**src/rtl/clock_pkg.sv**
```systemverilog
// Shared definitions for the clock timekeeping slice: mode encodings,
// digit widths and limits, and the nonuniform hour increment.
package clock_pkg;

  typedef enum logic [1:0] {
    MODE_RUN     = 2'b00,
    MODE_SET_HR  = 2'b01,
    MODE_SET_MIN = 2'b10
  } mode_t;

  localparam int SEC_LO_W = 4;
  localparam int SEC_HI_W = 3;
  localparam int MIN_LO_W = 4;
  localparam int MIN_HI_W = 3;
  localparam int HR_LO_W  = 4;
  localparam int HR_HI_W  = 2;

  localparam int SEC_LO_MAX = 9;
  localparam int SEC_HI_MAX = 5;
  localparam int MIN_LO_MAX = 9;
  localparam int MIN_HI_MAX = 5;

  localparam int HR_MAX_DEFAULT = 23;

  // Hours wrap at an arbitrary two-digit value, so the pair cannot be two
  // independent modulo counters; returns {hr_hi, hr_lo} after one increment.
  function automatic logic [5:0] next_hour(input logic [1:0] hi,
                                           input logic [3:0] lo,
                                           input int hr_max);
    logic [1:0] max_hi;
    logic [3:0] max_lo;
    max_hi = 2'(hr_max / 10);
    max_lo = 4'(hr_max % 10);
    if (hi == max_hi && lo == max_lo)
      return 6'd0;
    else if (lo == 4'd9)
      return {hi + 2'd1, 4'd0};
    else
      return {hi, lo + 4'd1};
  endfunction

endpackage

```
**src/rtl/clock_ctrl_if.sv**
```systemverilog
// Control inputs and displayed time/status outputs of the clock sequencer.
interface clock_ctrl_if;
  import clock_pkg::*;

  logic                ena;
  logic                tick;
  logic                btn_mode;
  logic                btn_inc;
  logic [SEC_LO_W-1:0] sec_lo;
  logic [SEC_HI_W-1:0] sec_hi;
  logic [MIN_LO_W-1:0] min_lo;
  logic [MIN_HI_W-1:0] min_hi;
  logic [HR_LO_W-1:0]  hr_lo;
  logic [HR_HI_W-1:0]  hr_hi;
  logic [1:0]          mode;
  logic                blink;

  modport master (
    output ena, tick, btn_mode, btn_inc,
    input  sec_lo, sec_hi, min_lo, min_hi, hr_lo, hr_hi, mode, blink
  );

  modport slave (
    input  ena, tick, btn_mode, btn_inc,
    output sec_lo, sec_hi, min_lo, min_hi, hr_lo, hr_hi, mode, blink
  );

endinterface

```
**src/rtl/digit_counter.sv**
```systemverilog
// Single BCD-style digit counting 0..MOD-1 with synchronous clear and a
// combinational carry raised on the increment that wraps it.
module digit_counter #(
  parameter int MOD   = 10,
  parameter int WIDTH = 4
) (
  input  logic             clk,
  input  logic             res,
  input  logic             inc,
  input  logic             clr,
  output logic [WIDTH-1:0] cnt,
  output logic             carry
);

  localparam logic [WIDTH-1:0] LAST = WIDTH'(MOD - 1);

  assign carry = inc & (cnt == LAST);

  always_ff @(posedge clk or negedge res) begin
    if (!res)
      cnt <= '0;
    else if (clr)
      cnt <= '0;
    else if (inc)
      cnt <= carry ? '0 : cnt + WIDTH'(1);
  end

endmodule

```
**src/rtl/clock_ctrl.sv**
```systemverilog
// Timekeeping sequencer: 1 Hz tick drives the ss/mm/hh cascade, and a
// three-state button FSM lets the user set hours and minutes.
module clock_ctrl
  import clock_pkg::*;
#(
  parameter int HR_MAX      = HR_MAX_DEFAULT,
  parameter int SET_CLR_SEC = 1
) (
  input logic         clk,
  input logic         res,
  clock_ctrl_if.slave bus
);

  mode_t state_q, state_d;
  logic  blink_q, blink_d;
  logic  btn_mode_q, btn_inc_q;
  logic  rise_mode, rise_inc;
  logic  in_run, in_set_hr, in_set_min;

  logic  sec_lo_inc, sec_lo_carry, sec_hi_carry, sec_clr;
  logic  min_lo_inc, min_lo_carry, min_hi_carry;
  logic  hr_inc;

  logic [SEC_LO_W-1:0] sec_lo;
  logic [SEC_HI_W-1:0] sec_hi;
  logic [MIN_LO_W-1:0] min_lo;
  logic [MIN_HI_W-1:0] min_hi;
  logic [HR_LO_W-1:0]  hr_lo;
  logic [HR_HI_W-1:0]  hr_hi;

  // Button history tracks every clock regardless of ena, so a button held
  // through a disabled period does not look like a fresh press afterwards.
  always_ff @(posedge clk or negedge res) begin
    if (!res) begin
      btn_mode_q <= 1'b0;
      btn_inc_q  <= 1'b0;
    end else begin
      btn_mode_q <= bus.btn_mode;
      btn_inc_q  <= bus.btn_inc;
    end
  end

  assign rise_mode = bus.btn_mode & ~btn_mode_q;
  assign rise_inc  = bus.btn_inc & ~btn_inc_q;

  always_ff @(posedge clk or negedge res) begin
    if (!res) begin
      state_q <= MODE_RUN;
      blink_q <= 1'b0;
    end else begin
      state_q <= state_d;
      blink_q <= blink_d;
    end
  end

  always_comb begin
    state_d = state_q;
    blink_d = blink_q;
    if (bus.ena) begin
      case (state_q)
        MODE_RUN: begin
          blink_d = 1'b0;
          if (rise_mode) state_d = MODE_SET_HR;
        end
        MODE_SET_HR: begin
          if (bus.tick) blink_d = ~blink_q;
          if (rise_mode) state_d = MODE_SET_MIN;
        end
        MODE_SET_MIN: begin
          if (bus.tick) blink_d = ~blink_q;
          if (rise_mode) begin
            state_d = MODE_RUN;
            blink_d = 1'b0;
          end
        end
        default: begin
          state_d = MODE_RUN;
          blink_d = 1'b0;
        end
      endcase
    end
  end

  assign in_run     = (state_q == MODE_RUN);
  assign in_set_hr  = (state_q == MODE_SET_HR);
  assign in_set_min = (state_q == MODE_SET_MIN);

  // In set modes the cascade is cut at the digit being edited, so wrapping a
  // minute or hour never disturbs the neighbouring field.
  assign sec_lo_inc = bus.ena & in_run & bus.tick;
  assign sec_clr    = bus.ena & in_set_min & rise_mode & (SET_CLR_SEC != 0);
  assign min_lo_inc = in_run ? sec_hi_carry
                             : (bus.ena & in_set_min & rise_inc & ~rise_mode);
  assign hr_inc     = in_run ? min_hi_carry
                             : (bus.ena & in_set_hr & rise_inc & ~rise_mode);

  digit_counter #(.MOD(SEC_LO_MAX + 1), .WIDTH(SEC_LO_W)) u_sec_lo (
    .clk(clk), .res(res), .inc(sec_lo_inc), .clr(sec_clr),
    .cnt(sec_lo), .carry(sec_lo_carry)
  );

  digit_counter #(.MOD(SEC_HI_MAX + 1), .WIDTH(SEC_HI_W)) u_sec_hi (
    .clk(clk), .res(res), .inc(sec_lo_carry), .clr(sec_clr),
    .cnt(sec_hi), .carry(sec_hi_carry)
  );

  digit_counter #(.MOD(MIN_LO_MAX + 1), .WIDTH(MIN_LO_W)) u_min_lo (
    .clk(clk), .res(res), .inc(min_lo_inc), .clr(1'b0),
    .cnt(min_lo), .carry(min_lo_carry)
  );

  digit_counter #(.MOD(MIN_HI_MAX + 1), .WIDTH(MIN_HI_W)) u_min_hi (
    .clk(clk), .res(res), .inc(min_lo_carry), .clr(1'b0),
    .cnt(min_hi), .carry(min_hi_carry)
  );

  always_ff @(posedge clk or negedge res) begin
    if (!res)
      {hr_hi, hr_lo} <= '0;
    else if (hr_inc)
      {hr_hi, hr_lo} <= next_hour(hr_hi, hr_lo, HR_MAX);
  end

  assign bus.sec_lo = sec_lo;
  assign bus.sec_hi = sec_hi;
  assign bus.min_lo = min_lo;
  assign bus.min_hi = min_hi;
  assign bus.hr_lo  = hr_lo;
  assign bus.hr_hi  = hr_hi;
  assign bus.mode   = state_q;
  assign bus.blink  = blink_q;

endmodule

```
**src/flat_wrapper.sv**
```systemverilog
// flat-port wrapper written by rule: the top's interface ports become plain ports
module clock_ctrl_flat import clock_pkg::*;
#(
  parameter int HR_MAX      = HR_MAX_DEFAULT,
  parameter int SET_CLR_SEC = 1
)
  (clk, res, bus_ena, bus_tick, bus_btn_mode, bus_btn_inc, bus_sec_lo, bus_sec_hi, bus_min_lo, bus_min_hi, bus_hr_lo, bus_hr_hi, bus_mode, bus_blink);
  clock_ctrl_if bus_i ();
  input logic clk;
  input logic res;
  input wire logic [$bits(bus_i.ena)-1:0] bus_ena;
  input wire logic [$bits(bus_i.tick)-1:0] bus_tick;
  input wire logic [$bits(bus_i.btn_mode)-1:0] bus_btn_mode;
  input wire logic [$bits(bus_i.btn_inc)-1:0] bus_btn_inc;
  output wire logic [$bits(bus_i.sec_lo)-1:0] bus_sec_lo;
  output wire logic [$bits(bus_i.sec_hi)-1:0] bus_sec_hi;
  output wire logic [$bits(bus_i.min_lo)-1:0] bus_min_lo;
  output wire logic [$bits(bus_i.min_hi)-1:0] bus_min_hi;
  output wire logic [$bits(bus_i.hr_lo)-1:0] bus_hr_lo;
  output wire logic [$bits(bus_i.hr_hi)-1:0] bus_hr_hi;
  output wire logic [$bits(bus_i.mode)-1:0] bus_mode;
  output wire logic [$bits(bus_i.blink)-1:0] bus_blink;
  assign bus_i.ena = bus_ena;
  assign bus_i.tick = bus_tick;
  assign bus_i.btn_mode = bus_btn_mode;
  assign bus_i.btn_inc = bus_btn_inc;
  assign bus_sec_lo = bus_i.sec_lo;
  assign bus_sec_hi = bus_i.sec_hi;
  assign bus_min_lo = bus_i.min_lo;
  assign bus_min_hi = bus_i.min_hi;
  assign bus_hr_lo = bus_i.hr_lo;
  assign bus_hr_hi = bus_i.hr_hi;
  assign bus_mode = bus_i.mode;
  assign bus_blink = bus_i.blink;
  clock_ctrl #(.HR_MAX(HR_MAX), .SET_CLR_SEC(SET_CLR_SEC)) u_core (.clk(clk), .res(res), .bus(bus_i));
endmodule
```
**config.mk**
```make
export PLATFORM = sky130hd
export DESIGN_NAME = clock_ctrl_flat
export DESIGN_NICKNAME = d
export VERILOG_FILES = /design/src/rtl/clock_pkg.sv /design/src/rtl/clock_ctrl_if.sv /design/src/rtl/digit_counter.sv /design/src/rtl/clock_ctrl.sv /design/src/flat_wrapper.sv
export SDC_FILE = /design/constraint.sdc
export NUM_CORES = 1
export LEC_CHECK = 0
export ABC_AREA = 1
export CORE_MARGIN = 1.5
export CORE_UTILIZATION = 45
export CTS_CLUSTER_DIAMETER = 100
export DETAILED_ROUTE_END_ITERATION = 12
export PLACE_DENSITY = 0.74
export SLEW_MARGIN = 15
export SYNTH_ARGS = -nofsm -noshare
export SYNTH_HDL_FRONTEND = slang
export SYNTH_SLANG_ARGS = --single-unit
```
**constraint.sdc**
```tcl
create_clock -name clk -period 1.5 [get_ports clk]
set_clock_uncertainty 0.1 [all_clocks]
set_input_delay 0.15 -clock clk [delete_from_list [all_inputs] [get_ports clk]]
set_output_delay 0.15 -clock clk [all_outputs]
set_load 0.01 [all_outputs]
```
* After elaboration in Yosys (flattened, before gate mapping) *
Cells that the tools add are included.

storage, ports and cells
  memory bits (read-only) = 0
  memory bits (writable) = 0
  bits in latches = 0
  input bits = 6
  register bits = 25
  memories kept = 0
  output and inout port bits = 23

cells by class
  add/sub/neg operators = 6
  equal/unequal tests = 12
  shift-type cells = 0
  $lt $le $gt $ge = 0
  bitwise gates (word level) = 19
  divide/modulo/power cells = 0
  multiply operators = 0
  mux-type cells = 19
  reductions and logical operators = 7

operator list
  operator                                        count
  2-to-1 mux 4 bit                                4
  bitwise AND 1 bit                               15
  adder 4 x 1 -> 4 bit (second input constant)    3
  == test 4 bit (second input constant)           3
  2-to-1 mux 3 bit                                4
  2-to-1 mux 6 bit                                2
  adder 3 x 1 -> 3 bit (second input constant)    2
  == test 3 bit (second input constant)           2
  2-to-1 mux 2 bit                                3
  != test 2 x 1 -> 1 bit (second input constant)  3
  case mux 2 bit (3 select lines)                 1
  nonzero test 2 bit                              3
  == test 2 bit (second input constant)           2
  == test 4 x 2 -> 1 bit (second input constant)  1
  2-to-1 mux 1 bit                                4
  NOT 1 bit                                       4
  AND reduction 4 bit                             1
  adder 2 x 1 -> 2 bit (second input constant)    1
  == test 2 x 1 -> 1 bit (second input constant)  1
  zero test 2 bit                                 1
  case mux 1 bit (2 select lines)                 1
  AND reduction 2 bit                             1
  logical AND 1 bit                               1

* Depth between registers and ports, before layout *
Gate-level depths: netlist of run 1.

  word-level depth = 10
  depth in mapped cells = 11
  depth with buffers taken out = 11

* Cells and area by module *
A second synthesis of run 1 with hierarchy kept.

unflattened totals
  cell total of the unflattened synthesis = 207
  area, all modules = 1617.8 um2

by module, submodules not included
  module                               cells each  seq. area each (um2)  area an instance (um2)  times used
  clock_ctrl                           83          275.3                 706.9                   1
  digit_counter (u_core.u_min_lo ...)  38          100.1                 274.0                   2
  digit_counter (u_core.u_min_hi ...)  24          75.1                  181.4                   2

* Least setup slack after synthesis of run 1 *
No wires, ideal clock.

  path type = register -> register
  start point = register u_core.state_q[0], in the netlist u_core.bus.mode[0]
  end point = register u_core.hr_hi[0], in the netlist u_core.bus.hr_hi[0]
  clock period less this slack = 1747 ps
  required time = 1283 ps
  path buffers = 0
  path slack = -247 ps
  arrival = 1531 ps
  cell stages (with the launch flop) = 12
  path through = dfrtp_1 -> inv_1 -> ha_1 -> nand3_2 -> nor2_4 -> nand2_2 -> nand2_2 -> nand4_1 -> nand2_2 -> nand2_2 -> nand2_1 -> nand2_1

on the way
  longest elaborated chain between the ends = 10
  elaborated cells between the ends (all ways) = 18
  those cells by class = 2 x eq/ne; 2 x mux; 12 x bitwise; 2 x reduce/logical

ends and longest elaborated chain
  element                                   RTL line             text
  from (decl)                               clock_ctrl.sv:14     mode_t state_q, state_d;
  from (signal assigned)                    clock_ctrl.sv:51     state_q <= state_d;
  zero test 2 bit                           clock_ctrl.sv:84     assign in_run = (state_q == MODE_RUN);
  bitwise AND 1 bit (2 in series)           clock_ctrl.sv:90     assign sec_lo_inc = bus.ena & in_run & bus.tick;
  bitwise AND 1 bit (2 in series)           digit_counter.sv:17  assign carry = inc & (cnt == LAST);
  2-to-1 mux 1 bit                          clock_ctrl.sv:92     assign min_lo_inc = in_run ? sec_hi_carry
  bitwise AND 1 bit (2 in series)           digit_counter.sv:17
  2-to-1 mux 1 bit (*)                      clock_ctrl.sv:94     assign hr_inc = in_run ? min_hi_carry
  AND reduction 2 bit (no source line) (*)  -
  to (signal assigned)                      clock_ctrl.sv:121    {hr_hi, hr_lo} <= next_hour(hr_hi, hr_lo, HR_MAX);
  to (decl)                                 clock_ctrl.sv:29     logic [HR_HI_W-1:0] hr_hi;

Mark *: on every way between the ends. The rest lies on a longest branch, timed or not.
A chain may end at the register's enable or synchronous reset.

* Worst setup path after layout of run 1 *
  start point = register u_core.state_q[1], in the netlist u_core.bus.mode[1]
  end point = register u_core.hr_lo[3], in the netlist u_core.bus.hr_lo[3]

on the way
  longest elaborated chain between the ends = 9
  elaborated cells between the ends (all ways) = 17
  those cells by class = 2 x eq/ne; 2 x mux; 12 x bitwise; 1 x reduce/logical

ends and longest elaborated chain
  element                          RTL line             text
  zero test 2 bit                  clock_ctrl.sv:84
  bitwise AND 1 bit (2 in series)  clock_ctrl.sv:90
  bitwise AND 1 bit (2 in series)  digit_counter.sv:17
  2-to-1 mux 1 bit                 clock_ctrl.sv:92
  bitwise AND 1 bit (2 in series)  digit_counter.sv:17
  2-to-1 mux 1 bit (*)             clock_ctrl.sv:94
  to (signal assigned)             clock_ctrl.sv:121
  to (decl)                        clock_ctrl.sv:28     logic [HR_LO_W-1:0] hr_lo;

Marks and branches as above.

==> reports/summary.md, run 1 <==
The run finished, with violations left. The checks that failed: negative setup slack. For the final routed database, the setup TNS stands at -2980 ps.

29 I/O pins were placed. The filler cells instantiated in the layout total 222. Across every metal layer, demand over resource in global routing totals 23.7%. For this run, the detailed router's first-pass iteration total came to 4. Counting along the longest clock path gives a buffer depth of 2.

The placeable core area was 3050 um^2. For the setup slack of the critical path after layout, the log shows -238 ps. Clock transition at the registers of the reported paths: 150 ps.

The repair_antennas step left the layout with diodes totalling 0. The run gives 0 as the number of remaining DRC errors. Leaving out fill and tap cells, the most frequent cell in the layout is buf_4.

Entering global routing, the biggest net connects 26 pins. Once layout is done, the placed cells without fillers occupy 2350 um^2. The peak fanout along the critical path was 5.

The tools report the maximum vdd ir drop as 0.965 mV. The kind of critical path was reg -> reg. The tightest slew margin relative to the limit was 78.2%; the ratio of cells with drive above 1 in the final layout was 38.5%. TritonCTS built the clock tree. Area growth from synthesis to layout: 63.7%. STA classifies the critical path startpoint as a register. Buffer cell driving the clock tree root: clkbuf_4. Of the synthesized area, sequential elements account for 43.6%. Endpoint required time on the critical path: 1650 ps.

STA classifies the critical path endpoint as a register. The post-placement worst setup slack was -321 ps; the power density of the placed cells was 1510 nW/um^2. Setup repair after global routing could not meet its margin everywhere. After detailed placement, the total cell area comes to 2010 um^2.

The floorplan step set the die width to 59.5 um. Cell area after synthesis: 1440 um^2. Half-perimeter wire length after placement: 2680 um. The ratio of routed vias to standard cells works out to 5.00. The number of max-slew violations in the final report was 0; the CTS buffer count was 3.

The average size of a mapped cell was 8.30 um^2; the number of nets with antenna violations after routing was 0. For this block, the routed nets add up to 4360 um of wire. Final number of hold-violating endpoints: 0.

In the finished design, the share of the clock period the worst path needs comes to 116%. The type of the worst min-delay path was in -> async. The run gives 3540 um^2 as the floorplan die area. The wire length per cell is 14.5 um, and the total number of H-tree levels is 1.

For the total of max-cap violations, the log shows 0. The run gives 0 as the number of hold-repair buffers added at the cts stage. At the later pin of the worst-skew pair, clock insertion delay measures 340 ps.

The netlist uses 27 different library cells. Summed over all layers, the global routing overflow is 0. The number of sinks driven by the clock tree came out at 25.

The run gives 301 as the post-layout instance count excluding filler cells. Global-route wire length before repair: 6220 um. Flip-flop and latch count after synthesis: 25. The final setup violation count was 22.

The top cell types in the final layout, fill and taps aside, are buf_4 (49), nand2_1 (33), dlygate4sd2_1 (22), dfrtp_1 (22), inv_1 (19). Once placement completed, the tool counted placed cells totaling 270. The number of global-route vias before repair was 1507; the number of nets at the end of the flow was 278.

The run gives 1.25 nW as the reported leakage power. Measured along the y axis, the die boundary spans 59.5 um. The number of core rows is 20, and the total nets after synthesis is 193. Data arrival time of the worst path: 1880 ps.

The final critical-path required period was 1740 ps. The tools report the weighted congestion reported at the end of routability-driven placement as 0.781. During synthesis, Yosys emitted a total of 0 warnings. The initial antenna violation count was 0; the total number of vias was 1504. The overall power came out at 3.54 mW.

Synthesis produced a netlist whose cell count is 173. The initial utilization of the core area, before any placement, comes to 47.0%. The transition time at the pin with the least slew margin was 328 ps. Port buffering added 28 buffers.

The logs give 0.575 GHz for the maximum clock frequency and 55 for the number of design-rule violations left by the first detailed-router iteration.
-- power breakdown --
part	internal, mW	switching [mW]
Sequential	0.875	0.139
Clock	0.102	0.221
Combinational	1.14	1.06
-- worst paths after layout --
| check | startpoint | depth (start not counted) | slack [ps] | end |
|---|---|---|---|---|
| max | u_core.bus.mode[1] | 11 | -240 | u_core.bus.hr_lo[3] |
| min reg2reg | u_core.bus.hr_hi[1] | 2 | 440 | u_core.bus.hr_hi[1] |
| max reg2reg | u_core.bus.mode[1] | 11 | -240 | u_core.bus.hr_lo[3] |
| min | res | 2 | 50 | u_core.u_min_lo.cnt[1] |
| min in group clk | bus_btn_mode | 1 | 170 | u_core.btn_mode_q |
| max in group asynchronous | res | 2 | 980 | u_core.bus.mode[1] |
-- critical path, stage by stage (launching register included) --
cell and delay, ps:
dfrtp_2 460, inv_2 90, ha_4 150, nand3_4 80
nor2_4 130, nand2_2 70, nand2_2 80, nand4_1 120
nand2_2 180, inv_2 90, nand2_2 70, nand2_1 50
-- flip-flops by register name, indices dropped and copies added, names as in the netlist --
signal               flops
u_core.btn_inc_q         1
u_core.btn_mode_q        1
u_core.bus.blink         1
u_core.bus.hr_hi         2
u_core.bus.hr_lo         4
u_core.bus.mode          2
u_core.u_min_hi.cnt      3
u_core.u_min_lo.cnt      4
u_core.u_sec_hi.cnt      3
u_core.u_sec_lo.cnt      4
-- repair_timing --
item                                    CTS  global route
endpoints found under the hold margin     0             0
pin swaps                                 8            14
resized for setup                        34            26
buffers inserted                         21             6
endpoints found under the setup margin   43            22
gates cloned                              1             0
-- stage by stage --
step	hold slack (ps)	utilization, %
2_1_floorplan	-246	-
3_3_place_gp	362	66.0
3_5_place_dp	386	66.0
4_1_cts	54.0	72.3
5_1_grt	73.4	77.0
6_report	47.3	77.0
-- cell families after synthesis --
group | Yosys count | synth area share (%)
DFF | 25 | 43.6
muxes | 1 | 0.697
buffers and inverters | 26 | 7.32
AOI/OAI and AO/OA | 24 | 9.50
xor gates and xnor gates | 2 | 1.22
and+or+nand+nor | 81 | 25.5
adders and majority gates | 14 | 12.2
-- area by class of cell --
class | instances | area [um^2] | share of cell area, %
Clock inverter | 1 | 7.51 | 0.319
Timing Repair Buffer | 80 | 663 | 28.2
Multi-Input combinational cell | 123 | 878 | 37.4
Inverter | 25 | 93.8 | 3.99
Clock buffer | 3 | 22.5 | 0.958
Tap cell | 44 | 55.1 | 2.34
Sequential cell | 25 | 629 | 26.8
-- cell usage after synthesis --
cell type	n	area (um^2)
inv_1	24	90.1
mux2i_1	1	10.0
ha_1	14	175
o31ai_1	1	7.51
nand3b_1	2	15.0
o31ai_2	1	12.5
o22ai_1	2	12.5
xor2_1	1	8.76
nand3_1	9	45.0
inv_2	1	3.75
o21ai_1	1	5.00
o21ai_0	9	45.0
dfrtp_1	25	626
nand3_2	1	10.0
a31oi_1	1	6.26
xnor2_1	1	8.76
nand2_2	5	31.3
nor2_1	15	56.3
buf_6	1	11.3
o211ai_1	1	7.51
a21oi_1	8	40.0
nand2_1	40	150
nor2_4	1	11.3
nand4_1	2	12.5
nor3_1	3	15.0
and3_1	2	12.5
or2_2	1	6.26
-- routing by layer --
layer	share of wire [%]	global-route usage [%]
met3	3.1	3.93
met1	38	23.6
met5	0	0
met2	56	47.7
met4	3.6	8.77
Note: power is estimated with default switching activity, not from simulation.
==> run 2: changes to the inputs <==
--- a/config.mk
+++ b/config.mk
@@ -10,7 +10,8 @@
 export CORE_UTILIZATION = 45
 export CTS_CLUSTER_DIAMETER = 100
 export DETAILED_ROUTE_END_ITERATION = 12
-export PLACE_DENSITY = 0.74
+export DONT_BUFFER_PORTS = 1
+export GPL_ROUTABILITY_DRIVEN = 0
 export SLEW_MARGIN = 15
 export SYNTH_ARGS = -nofsm -noshare
 export SYNTH_HDL_FRONTEND = slang
==> reports/summary.md, run 2 (synthesized netlist as in run 1, its figures left out) <==
The flow ran to the end, but the final reports show violations. The checks that failed: negative setup slack. The tools report the number of design-rule violations left by the first detailed-router iteration as 25 (-55%). The power density of the placed cells was 1440 nW/um^2 (-4.4%). The ratio of routed vias to standard cells was 4.82 (-3.5%); the width of the chip was 59.5 um (unchanged). The maximum vdd ir drop was 0.822 mV (-15%); the final number of hold-violating endpoints was 0 (unchanged). Remaining global-route overflow: 0 (unchanged). The peak fanout along the critical path is 5 (unchanged), and the port buffer count is 0 (-100%).

The total number of H-tree levels was 1 (unchanged). The type of the worst min-delay path was in -> reg. The library cell used most frequently in the layout, excluding fill and tap cells, is nand2_1.

The reported leakage power came out at 1.03 nW (-18%). The total routing usage reported by global routing came out at 19.7% (-4.1 points). The critical-path cell with the highest stage delay is dfrtp_1. Relative to the synthesized area, the layout overhead comes to 38.2%.

For the starting density of the core, the log shows 47.0% (unchanged). The number of nets at the end of the flow came out at 243 (-13%). Walking the worst path, the cells encountered are inv_2 -> ha_4 -> nand3_4 -> nor2_4 -> nand2_2 -> nand2_2 -> nand4_1 -> nand2_2 -> nand2_2 -> nand2_1 -> nand2_1. The run gives 0.597 GHz (+3.8%) as the maximum clock frequency. The floorplan die area was 3540 um^2 (unchanged); the tightest slew margin relative to the limit was 82.0% (+3.8 points). By startpoint and endpoint, the worst setup path is classified as reg -> reg.

The startpoint identified for the worst hold timing path is bus_tick. The global-route wire length before repair was 5240 um (-16%). The run gives 3050 um^2 (unchanged) as the placeable core area.

The run gives 29 (unchanged) as the total I/O pin count. The post-layout instance count excluding filler cells was 266 (-12%); the maximum root-to-sink buffer count was 2 (unchanged). The final setup violation count came out at 22 (unchanged). The tree is rooted in a clkbuf_4.

The tools report the critical path startpoint as u_core.bus.mode[0]. Number of iterations in the first detailed-routing pass: 3 (-1). The clock latency at the later pin of the worst-skew pair is 310 ps (-30 ps). The transition time at the pin with the least slew margin is 271 ps (-57.2 ps).

The logs give 0 (unchanged) for the total of max-cap violations and -174 ps (+63.8 ps) for the setup slack of the critical path after layout. The CTS buffer count came out at 3 (unchanged). The wire length after detailed routing is 3160 um (-28%), and the number of global-route vias before repair is 1288 (-15%). The tools report the number of sinks driven by the clock tree as 25 (unchanged). The half-perimeter wire length after placement was 2250 um (-16%); the final critical-path required period was 1670 ps (-63.8 ps).

The tools report the data arrival time of the worst path as 1800 ps (-80 ps). Overall power: 2.86 mW (-19%). The total number of vias was 1282 (-15%). The tools report the number of nets with antenna violations after routing as 0 (unchanged). The run gives 245 (-9.3%) as the number of cells in the design after placement. The ratio of cells with drive above 1 in the final layout is 31.1% (-7.4 points). The tools report the element type at the critical path end as a register. The largest net degree at the start of global routing was 26 (unchanged). Number of core rows: 20 (unchanged). Setup repair after global routing could not meet its margin everywhere. The antenna cell count was 0 (unchanged). The run gives 0 (unchanged) as the initial antenna violation count.

The share of the clock period used by the worst path after layout came out at 112% (-4.3 points). The run gives 1620 ps (-30 ps) as the endpoint required time on the critical path. The number of remaining DRC errors is 0 (unchanged). The clock transition at the registers of the reported paths works out to 140 ps (about the same). The startpoint of the lowest-slack register-to-register path is u_core.bus.mode[0]. The most numerous cell type found on the critical path is nand2_2.

In the layout the commonest cells are nand2_1 (39), buf_4 (38), dfrtp_1 (24), inv_1 (21), nor2_1 (14). The wire length per cell came out at 11.9 um (-18%). The maximum cell stage delay along the critical path is 420 ps (-40 ps), and the overall die height is 59.5 um (unchanged). TritonCTS built the clock tree.

The number of max-slew violations in the final report was 0 (unchanged). Type of element launching the critical path: a register.
[run 2: cell count changes in the layout (fill, tap and decap cells not counted), sizes merged]
cell           change
dlygate4sd3        +5
clkinv             +1
clkdlybuf4s15      -1
dlygate4sd2       -22
clkinvlp           -1
clkdlybuf4s50      -5
buf               -12
[run 2: timing repair]
item	4_1_cts	5_1_grt
setup endpoints to repair	22	23
endpoints found under the hold margin	30	0
gates resized for setup	9	6
buffers inserted	8	3
pin swaps	5	9
cloned	1	0
hold buffers	6	0
[run 2: area by class of cell]
type                       count  area, um^2
fill                         265        1070
multi-input combinational    123         813
sequential                    25         627
timing repair buffer          45         367
inverter                      25        93.8
tap                           44        55.1
clock buffer                   3        22.5
clock inverter                 1        5.00
[run 2: final timing paths]
path,to,slack (ps),cells after the start
worst max register to register,u_core.bus.hr_hi[0],-170,11
min in group asynchronous,u_core.u_min_lo.cnt[2],140,2
worst min-delay path,u_core.u_sec_lo.cnt[0],110,4
worst min register to register,u_core.u_min_lo.cnt[3],480,2
worst max-delay path,u_core.bus.hr_hi[0],-170,11
max in group asynchronous,u_core.bus.mode[1],990,2
[run 2: routing by layer]
layer / routed length (um) / vias up / global-route usage (%)
met1: 1380 / 604 / 23.3
met2: 1630 / 18 / 35.5
met5: 0 / - / 0
met4: 19 / 0 / 5.84
met3: 131 / 2 / 3.93
li1: - / 658 / -
[run 2: critical path: cells and delay by family, from the launching register on]
family,cells,cell delay (ps)
flops,1,420
fa+ha+maj,1,170
simple gates,9,780
buf+inv,1,120
[run 2: power breakdown]
part           internal (mW)  switching, mW  total, mW
clock network         0.0997          0.206      0.306
registers              0.872          0.197       1.07
logic                  0.719          0.764       1.48
[run 2: stage by stage]
stage	hold WS [ps]	util, %	setup WS, ps	instance area, um^2	setup TNS [ps]
3_3_place_gp	-245	57.1	-98.5	1740	-1270
5_1_grt	116	65.0	-280	1980	-4370
3_5_place_dp	-245	57.1	-168	1740	-2120
4_1_cts	106	63.4	-169	1930	-2140
6_report	115	65.0	-174	1980	-2230
2_1_floorplan	-246	-	-136	1480	-1130
